**src/rtl/hazard_scoreboard.sv**
```systemverilog
// Per-register countdown scoreboard that stalls the ID stage until in-flight results can be consumed.
// Optional macro HAZ_FORWARDING_EN: with EX/MEM forwarding only loads are tracked (LOAD_LAT).
module hazard_scoreboard #(
  parameter int ADDRESS_LEN = 5,
  parameter int LOAD_LAT    = 1,
  parameter int WB_LAT      = 3,
  parameter int STALL_CNT_W = 16
) (
  input  logic                   clk,
  input  logic                   rst_n,
  input  logic                   id_valid,
  input  logic [ADDRESS_LEN-1:0] rd_addr_1_if_id,
  input  logic [ADDRESS_LEN-1:0] rd_addr_2_if_id,
  input  logic                   rs1_used,
  input  logic                   rs2_used,
  input  logic [ADDRESS_LEN-1:0] wr_addr_if_id,
  input  logic                   reg_write_if_id,
  input  logic                   mem_read_if_id,
  input  logic                   flush,
  output logic                   pc_write,
  output logic                   if_id_write,
  output logic                   mux_sel,
  output logic                   issue,
  output logic                   busy,
  output logic [STALL_CNT_W-1:0] stall_count
);

  localparam int NUM_REGS = 2 ** ADDRESS_LEN;

  logic [2:0] cnt_reg [NUM_REGS];
  logic [2:0] lat;
  logic       hazard;
  logic       track_write;

`ifdef HAZ_FORWARDING_EN
  // ALU results are forwarded, so only a load's result needs waiting for.
  assign lat = mem_read_if_id ? 3'(LOAD_LAT) : 3'd0;
`else
  assign lat = mem_read_if_id ? 3'(WB_LAT) : 3'(WB_LAT);
`endif

  assign hazard = id_valid & ~flush &
                  ((rs1_used & (rd_addr_1_if_id != '0) & (cnt_reg[rd_addr_1_if_id] != 3'd0)) |
                   (rs2_used & (rd_addr_2_if_id != '0) & (cnt_reg[rd_addr_2_if_id] != 3'd0)));

  assign pc_write    = ~hazard;
  assign if_id_write = ~hazard;
  assign mux_sel     = ~hazard;
  assign issue       = id_valid & ~flush & ~hazard;

  assign track_write = issue & reg_write_if_id & (wr_addr_if_id != '0);

  always_comb begin
    busy = 1'b0;
    for (int r = 1; r < NUM_REGS; r++) begin
      busy = busy | (cnt_reg[r] != 3'd0);
    end
  end

  // Entry 0 is reset and never written, so x0 never produces a hazard.
  always_ff @(posedge clk or negedge rst_n) begin
    if (!rst_n) begin
      for (int r = 0; r < NUM_REGS; r++) begin
        cnt_reg[r] <= 3'd0;
      end
    end else begin
      for (int r = 1; r < NUM_REGS; r++) begin
        logic [2:0] dec;
        dec = (cnt_reg[r] != 3'd0) ? cnt_reg[r] - 3'd1 : 3'd0;
        // Keep the longer of an older pending write and the new one (WAW).
        if (track_write && (wr_addr_if_id == ADDRESS_LEN'(r)) && (lat > dec)) begin
          cnt_reg[r] <= lat;
        end else begin
          cnt_reg[r] <= dec;
        end
      end
    end
  end

  always_ff @(posedge clk or negedge rst_n) begin
    if (!rst_n) begin
      stall_count <= '0;
    end else if (hazard && (stall_count != '1)) begin
      stall_count <= stall_count + 1'b1;
    end
  end

endmodule

```
**config.mk**
```make
export PLATFORM = sky130hd
export DESIGN_NAME = hazard_scoreboard
export DESIGN_NICKNAME = d
export VERILOG_FILES = /design/src/rtl/hazard_scoreboard.sv
export SDC_FILE = /design/constraint.sdc
export NUM_CORES = 1
export LEC_CHECK = 0
export BUFFER_PORTS_ARGS = -buffer_cell sky130_fd_sc_hd__buf_4
export CAP_MARGIN = 15
export CORE_ASPECT_RATIO = 0.5
export CORE_MARGIN = 2
export CORE_UTILIZATION = 54
export CTS_BUF_LIST = sky130_fd_sc_hd__clkbuf_8
export DETAILED_ROUTE_END_ITERATION = 8
export HOLD_SLACK_MARGIN = 0.03
export PLACE_DENSITY = 0.8
export SLEW_MARGIN = 20
export SYNTH_ARGS = -nofsm -noshare
export SYNTH_HDL_FRONTEND = slang
export SYNTH_SLANG_ARGS = --single-unit
```
**constraint.sdc**
```tcl
create_clock -name clk -period 3.81 [get_ports clk]
set_clock_uncertainty 0.1 [all_clocks]
set_input_delay 0.1905 -clock clk [delete_from_list [all_inputs] [get_ports clk]]
set_output_delay 0.1905 -clock clk [all_outputs]
set_load 0.05 [all_outputs]
```
* Word-level counts from Yosys, hierarchy flattened
Cells that the tools add are included.
Word-level totals: bits in registers 109, word-level logic and storage cells 340
Cells by class: $add $sub $neg 32, $lt $le $gt $ge 33, equality and inequality tests 32, multiplexer cells 68, bitwise logic cells 44, reductions and logical operators 99
Operators by type and width (number):
- $mux 3 | 66
- $reduce_bool 3->1 | 33
- $gt 2x3->1 const A | 31
- $sub 3x1->3 const B | 31
- $eq 5x5->1 const B | 16
- $logic_and 1x1->1 | 63
- $eq 5x4->1 const B | 8
- $or 1x1->1 | 31
- $bmux 3 s5 | 2
- $eq 5x3->1 const B | 4
- $add 16x1->16 const B | 1
- $ne 16x16->1 const B | 1
- $reduce_bool 5->1 | 3
- $ge 6x6->1 const B | 2
- $not 5->6 | 2
- $eq 5x2->1 const B | 2
- $and 1x1->1 | 9
- $eq 5x1->1 const B | 1
- $not 1->1 | 2

* Logic depth before layout (Yosys ltp)
depth in word-level cells 31, gate-level depth with buffers 10, depth with buffers taken out 8

* Worst setup path before layout
Ideal clock, no wire load.
path type register -> output, start point register cnt_reg[26] in the netlist's numbering, end point output mux_sel, data arrival time 2.881 ns, data required time 3.520 ns, setup slack 0.638 ns, cell stages (with the launch flop) 9, buffers on the path 2, cell sequence dfrtp_1 > mux4_2 > mux2_2 > nor4b_1 > a32oi_1 > a22oi_4 > clkbuf_1 > nand2b_1 > buf_4
Between the ends: longest elaborated chain between the ends 8, elaborated cells on any way between the ends 13
RTL lines:
- start, declared | line 30 | logic [2:0] cnt_reg [NUM_REGS];
- start signal, assigned by index | line 72 | cnt_reg[r] <= lat;
- $bmux 3 s5, on equally long branches | line 43, 44
- $mux 3, on equally long branches (2 in a row) | line 43, 44
- $reduce_bool 3->1, on equally long branches | line 43, 44
- $and 1x1->1, on equally long branches | line 43, 44
- $or 1x1->1 * | line 43 | ((rs1_used & (rd_addr_1_if_id != '0) & (cnt_reg[rd_addr_1_if_id] != 3'd0)) |
- $and 1x1->1 * | line 42 | assign hazard = id_valid & ~flush &
- $not 1->1 *
- end, declared | line 22 | output logic mux_sel,
Mark *: on every way between the ends. The rest lies on a longest branch, timed or not. The select of a mux whose other input is x is not followed.

* Final worst setup path
start point register cnt_reg[35] in the netlist's numbering, end point output pc_write
Between the ends: longest elaborated chain between the ends 8, elaborated cells on any way between the ends 13
RTL lines:
- $bmux 3 s5, on equally long branches | line 43, 44
- $mux 3, on equally long branches (2 in a row) | line 43, 44
- $reduce_bool 3->1, on equally long branches | line 43, 44
- $and 1x1->1, on equally long branches | line 43, 44
- $or 1x1->1 * | line 43
- $and 1x1->1 * | line 42
- $not 1->1 * | line 46 | assign pc_write = ~hazard;
- end, declared | line 20 | output logic pc_write,
Marks and branches as above.

==> results.json <==
{
  "crit_path_end_kind": "output pin",
  "max_vdd_drop_v": 0.000382,
  "final_hold_viol_count": 0,
  "yosysWarnings": 3,
  "p_seq_share_pct": 48.1,
  "number_of_enable_type_register_cells_in_the_synthesized_netlist": 0,
  "antennaDiodeCount": 0,
  "post_synth_fa_ha_maj_area_fraction_pct": 8.83,
  "stdcell_count": 781,
  "crit_path_max_fanout": 18,
  "numClockSinks": 109,
  "setup_viol": 0,
  "yosys.area.top_type_share_pct": 44.8,
  "start_util_pct": 55.5,
  "dp.cells": 764,
  "drt.antenna.violating_nets": 0,
  "power.share.combinational_pct": 25.3,
  "yosys-mux-area-fraction_pct": 2.51,
  "dpl_cell_area_um2": 6450,
  "clkSlewWorstSetupHoldPaths_ns": 0.10,
  "via_per_inst": 6.27,
  "drc": 0,
  "synthSimpleGateAreaFrac_pct": 20.7,
  "detailed_place_hpwl_mm": 10.7,
  "hold_path_class": "primary input to register",
  "cts_setup_buffers": 0,
  "drt_iter0_markers": 387,
  "post-synth-top-area-cell": "dfrtp_1",
  "metal1_wirelength_mm": 6.65,
  "setup.worst_path.start_class": "register",
  "totalWireLength_mm": 14.9,
  "critical_path.reg2reg.startpoint": "cnt_reg[35]$_DFF_PN0_",
  "area_growth_pct": 9.45,
  "met3_length_mm": 1.26,
  "netlist_top_cells_area": "dfrtp_1, ha_1, o32ai_1",
  "synth-seq-area-share_pct": 44.8,
  "min_period_over_period_pct": 94.5,
  "grt_max_degree": 61,
  "tritoncts": "yes",
  "grt_setup_unrepaired": "false",
  "crit_path_cell_trace": "mux4_2, mux2_2, nor4b_1, a32oi_1, a22oi_4, buf_4, nand2b_1, buf_4",
  "synth_async_sr_flop_share_pct": 100,
  "post_synth_inst_count": 614,
  "layout.cell_area.non_filler_um2": 6670,
  "worst_slew_pin_slew_ns": 0.748,
  "drv.max_cap_violation_count": 0,
  "slowest_delay_ns": 0.49,
  "htree_levels": 3,
  "wire_length_of_the_first_global_routing_pass_mm": 24.6,
  "regToRegSetupSlack_ns": 0.31,
  "power-per-cell-area_nw_per_um2": 410,
  "timing_worst_setup_path_type": "register to output pin",
  "post_route_cells_drive_above_1_share_pct": 13.1,
  "worst_skew_pair.late_latency_ns": 0.39,
  "reg2reg_to": "cnt_reg[16]$_DFF_PN0_",
  "num-fill-cells": 882,
  "core_um2": 11000,
  "synth_xor_xnor_area_share_pct": 2.16,
  "floorplan.rows": 27,
  "die_area_um2": 12200,
  "synth.lib_cells_used.distinct": 56,
  "p_leak_nw": 3.15,
  "met2WireLength_mm": 6.82,
  "cts.root.buffer_cell": "clkbuf_8",
  "worstPathRequired_ns": 3.52,
  "synth.ff_latch_count": 109,
  "cts-buffers-inserted": 9,
  "vias": 4900,
  "timing.critical_path.mode_cell": "buf_4",
  "routabilityCongestion": 0.890,
  "drtPass1Iterations": 5,
  "largest_register_ff_count": 93,
  "port_buffers": 42,
  "hold_path_end": "cnt_reg[67]$_DFF_PN0_",
  "max-clock-path-buffers": 2,
  "synth-main-ff-cell": "dfrtp_1",
  "final.min_clock_period_ns": 3.60,
  "routed_wire_length_per_instance_um": 19.0,
  "die_width_um": 154,
  "holdCritStartpoint": "wr_addr_if_id[4]",
  "finalNetCount": 697,
  "switch_pwr_mw": 0.923,
  "top_level_ports": 44,
  "syn-mean-instance-area_um2": 9.92,
  "globalRouteOverflowTotal": 0,
  "fmaxAchievable_mhz": 278,
  "internal_power_mw": 1.81,
  "reg2regPathDepth": 7,
  "global_route.usage.total_pct": 26.0,
  "critPathSlowestCell": "mux4_2",
  "synth_nets": 680,
  "route.top_layer_used": "met4",
  "synthesis.area_um2": 6090,
  "power.switching_fraction_pct": 33.8,
  "min_delay_path_depth": 4,
  "fin_setup_tns_ns": 0,
  "drv_slew": 0,
  "run_status": "finished clean",
  "worst-endpoint-arrival_ns": 3.31,
  "maxSlewHeadroom_pct": 50.2,
  "synth_top_family_by_area": "simple AND/OR/NAND/NOR gates",
  "synth-compound-area-share_pct": 15.4,
  "number_of_antenna_violations_at_the_first_check_in_global_routing": 0,
  "die_height_um": 79.1,
  "clock_power_share_pct": 26.6,
  "number_of_global_route_vias_before_repair": 4851
}
[routing by layer]
layer | track usage [%] | up-vias
li1 | - | 2260
met1 | 35.4 | 2441
met2 | 41.5 | 182
met3 | 7.04 | 17
met4 | 7.76 | 0
met5 | 0 | -
[logic make-up (layout without fill, tap and decap cells)]
group	count (synthesis)	in the layout
and+or+nand+nor	224	224
muxes	10	10
xor gates and xnor gates	15	15
buffers and inverters	88	110
DFF	109	109
AOI/OAI and AO/OA	125	125
adders and majority gates	43	43
[through the flow]
step	hold slack (ns)	total power [mW]	worst slack, ns	util [%]
2_1_floorplan	-0.205	1.77	0.638	-
3_3_place_gp	0.208	2.00	0.404	58.8
3_5_place_dp	0.212	2.02	0.272	58.8
4_1_cts	0.104	2.74	0.219	60.7
5_1_grt	0.145	2.85	0.105	60.7
6_report	0.112	2.73	0.210	60.7
[power groups by stage]
stage	logic, mW	clock network (mW)	registers [mW]
floorplan	0.375	0	1.40
global placement	0.665	0	1.33
detailed placement	0.683	0	1.33
CTS	0.688	0.737	1.31
global route	0.751	0.776	1.33
finish	0.691	0.727	1.31
[layout by cell type, fill, tap and decap left out, types with 5 or more instances in the layout]
cell type	instances
dfrtp_1	109
inv_1	48
buf_4	47
ha_1	43
nor2_1	36
nand2_1	27
nor4_1	26
o32ai_1	26
nor3_1	24
a21oi_1	24
and2_1	23
o31ai_1	23
nand3_1	17
or2_2	12
nor4b_1	11
clkbuf_8	11
o21ai_0	10
nor2b_1	9
nand2b_1	8
xor2_1	8
nand4_1	7
xnor2_1	7
nor3b_1	6
a2111oi_0	5
a311oi_1	5
o311ai_0	5
[worst max path at each step]
stage / depth (start not counted) / slack, ns / startpoint / to
final: 8 / 0.21 / cnt_reg[35]$_DFF_PN0_ / pc_write
after global routing: 8 / 0.10 / cnt_reg[26]$_DFF_PN0_ / pc_write
after CTS: 8 / 0.22 / cnt_reg[35]$_DFF_PN0_ / pc_write
after detailed placement: 8 / 0.27 / rd_addr_2_if_id[1] / cnt_reg[16]$_DFF_PN0_
after global placement: 8 / 0.40 / rd_addr_2_if_id[1] / cnt_reg[16]$_DFF_PN0_
after floorplan: 8 / 0.64 / cnt_reg[26]$_DFF_PN0_ / mux_sel
[critical path, delay by kind of cell (launching register included)]
kind / cells / cell delay [ns]
muxes: 2 / 0.78
AOI/OAI and AO/OA: 2 / 0.70
and+or+nand+nor: 2 / 0.50
buffers and inverters: 2 / 0.49
DFF: 1 / 0.46
[layout make-up]
type	instances	area [um2]	area share (%)
multi-input cells	417	3020	45.3
flip-flops and latches	109	2730	40.9
repair buffers	48	363	5.44
well taps	145	181	2.72
inverters	46	173	2.59
clock buffers	11	151	2.27
clock inverters	5	51.3	0.769
[synthesized netlist by cell type, types with 6 or more instances]
cell / count
dfrtp_1: 109
inv_1: 46
ha_1: 43
clkbuf_1: 36
nor2_1: 36
nand2_1: 27
nor4_1: 26
o32ai_1: 26
a21oi_1: 24
nor3_1: 24
and2_1: 23
o31ai_1: 23
nand3_1: 17
or2_2: 12
nor4b_1: 11
o21ai_0: 10
nor2b_1: 9
nand2b_1: 8
xor2_1: 8
nand4_1: 7
xnor2_1: 7
nor3b_1: 6
[what timing repair did]
| action | 4_1_cts | 5_1_grt |
|---|---|---|
| resized for setup | 0 | 0 |
| hold buffers | 1 | 0 |
| hold endpoints to repair | 58 | 0 |
No activity file was read; power rests on OpenSTA's default activity.
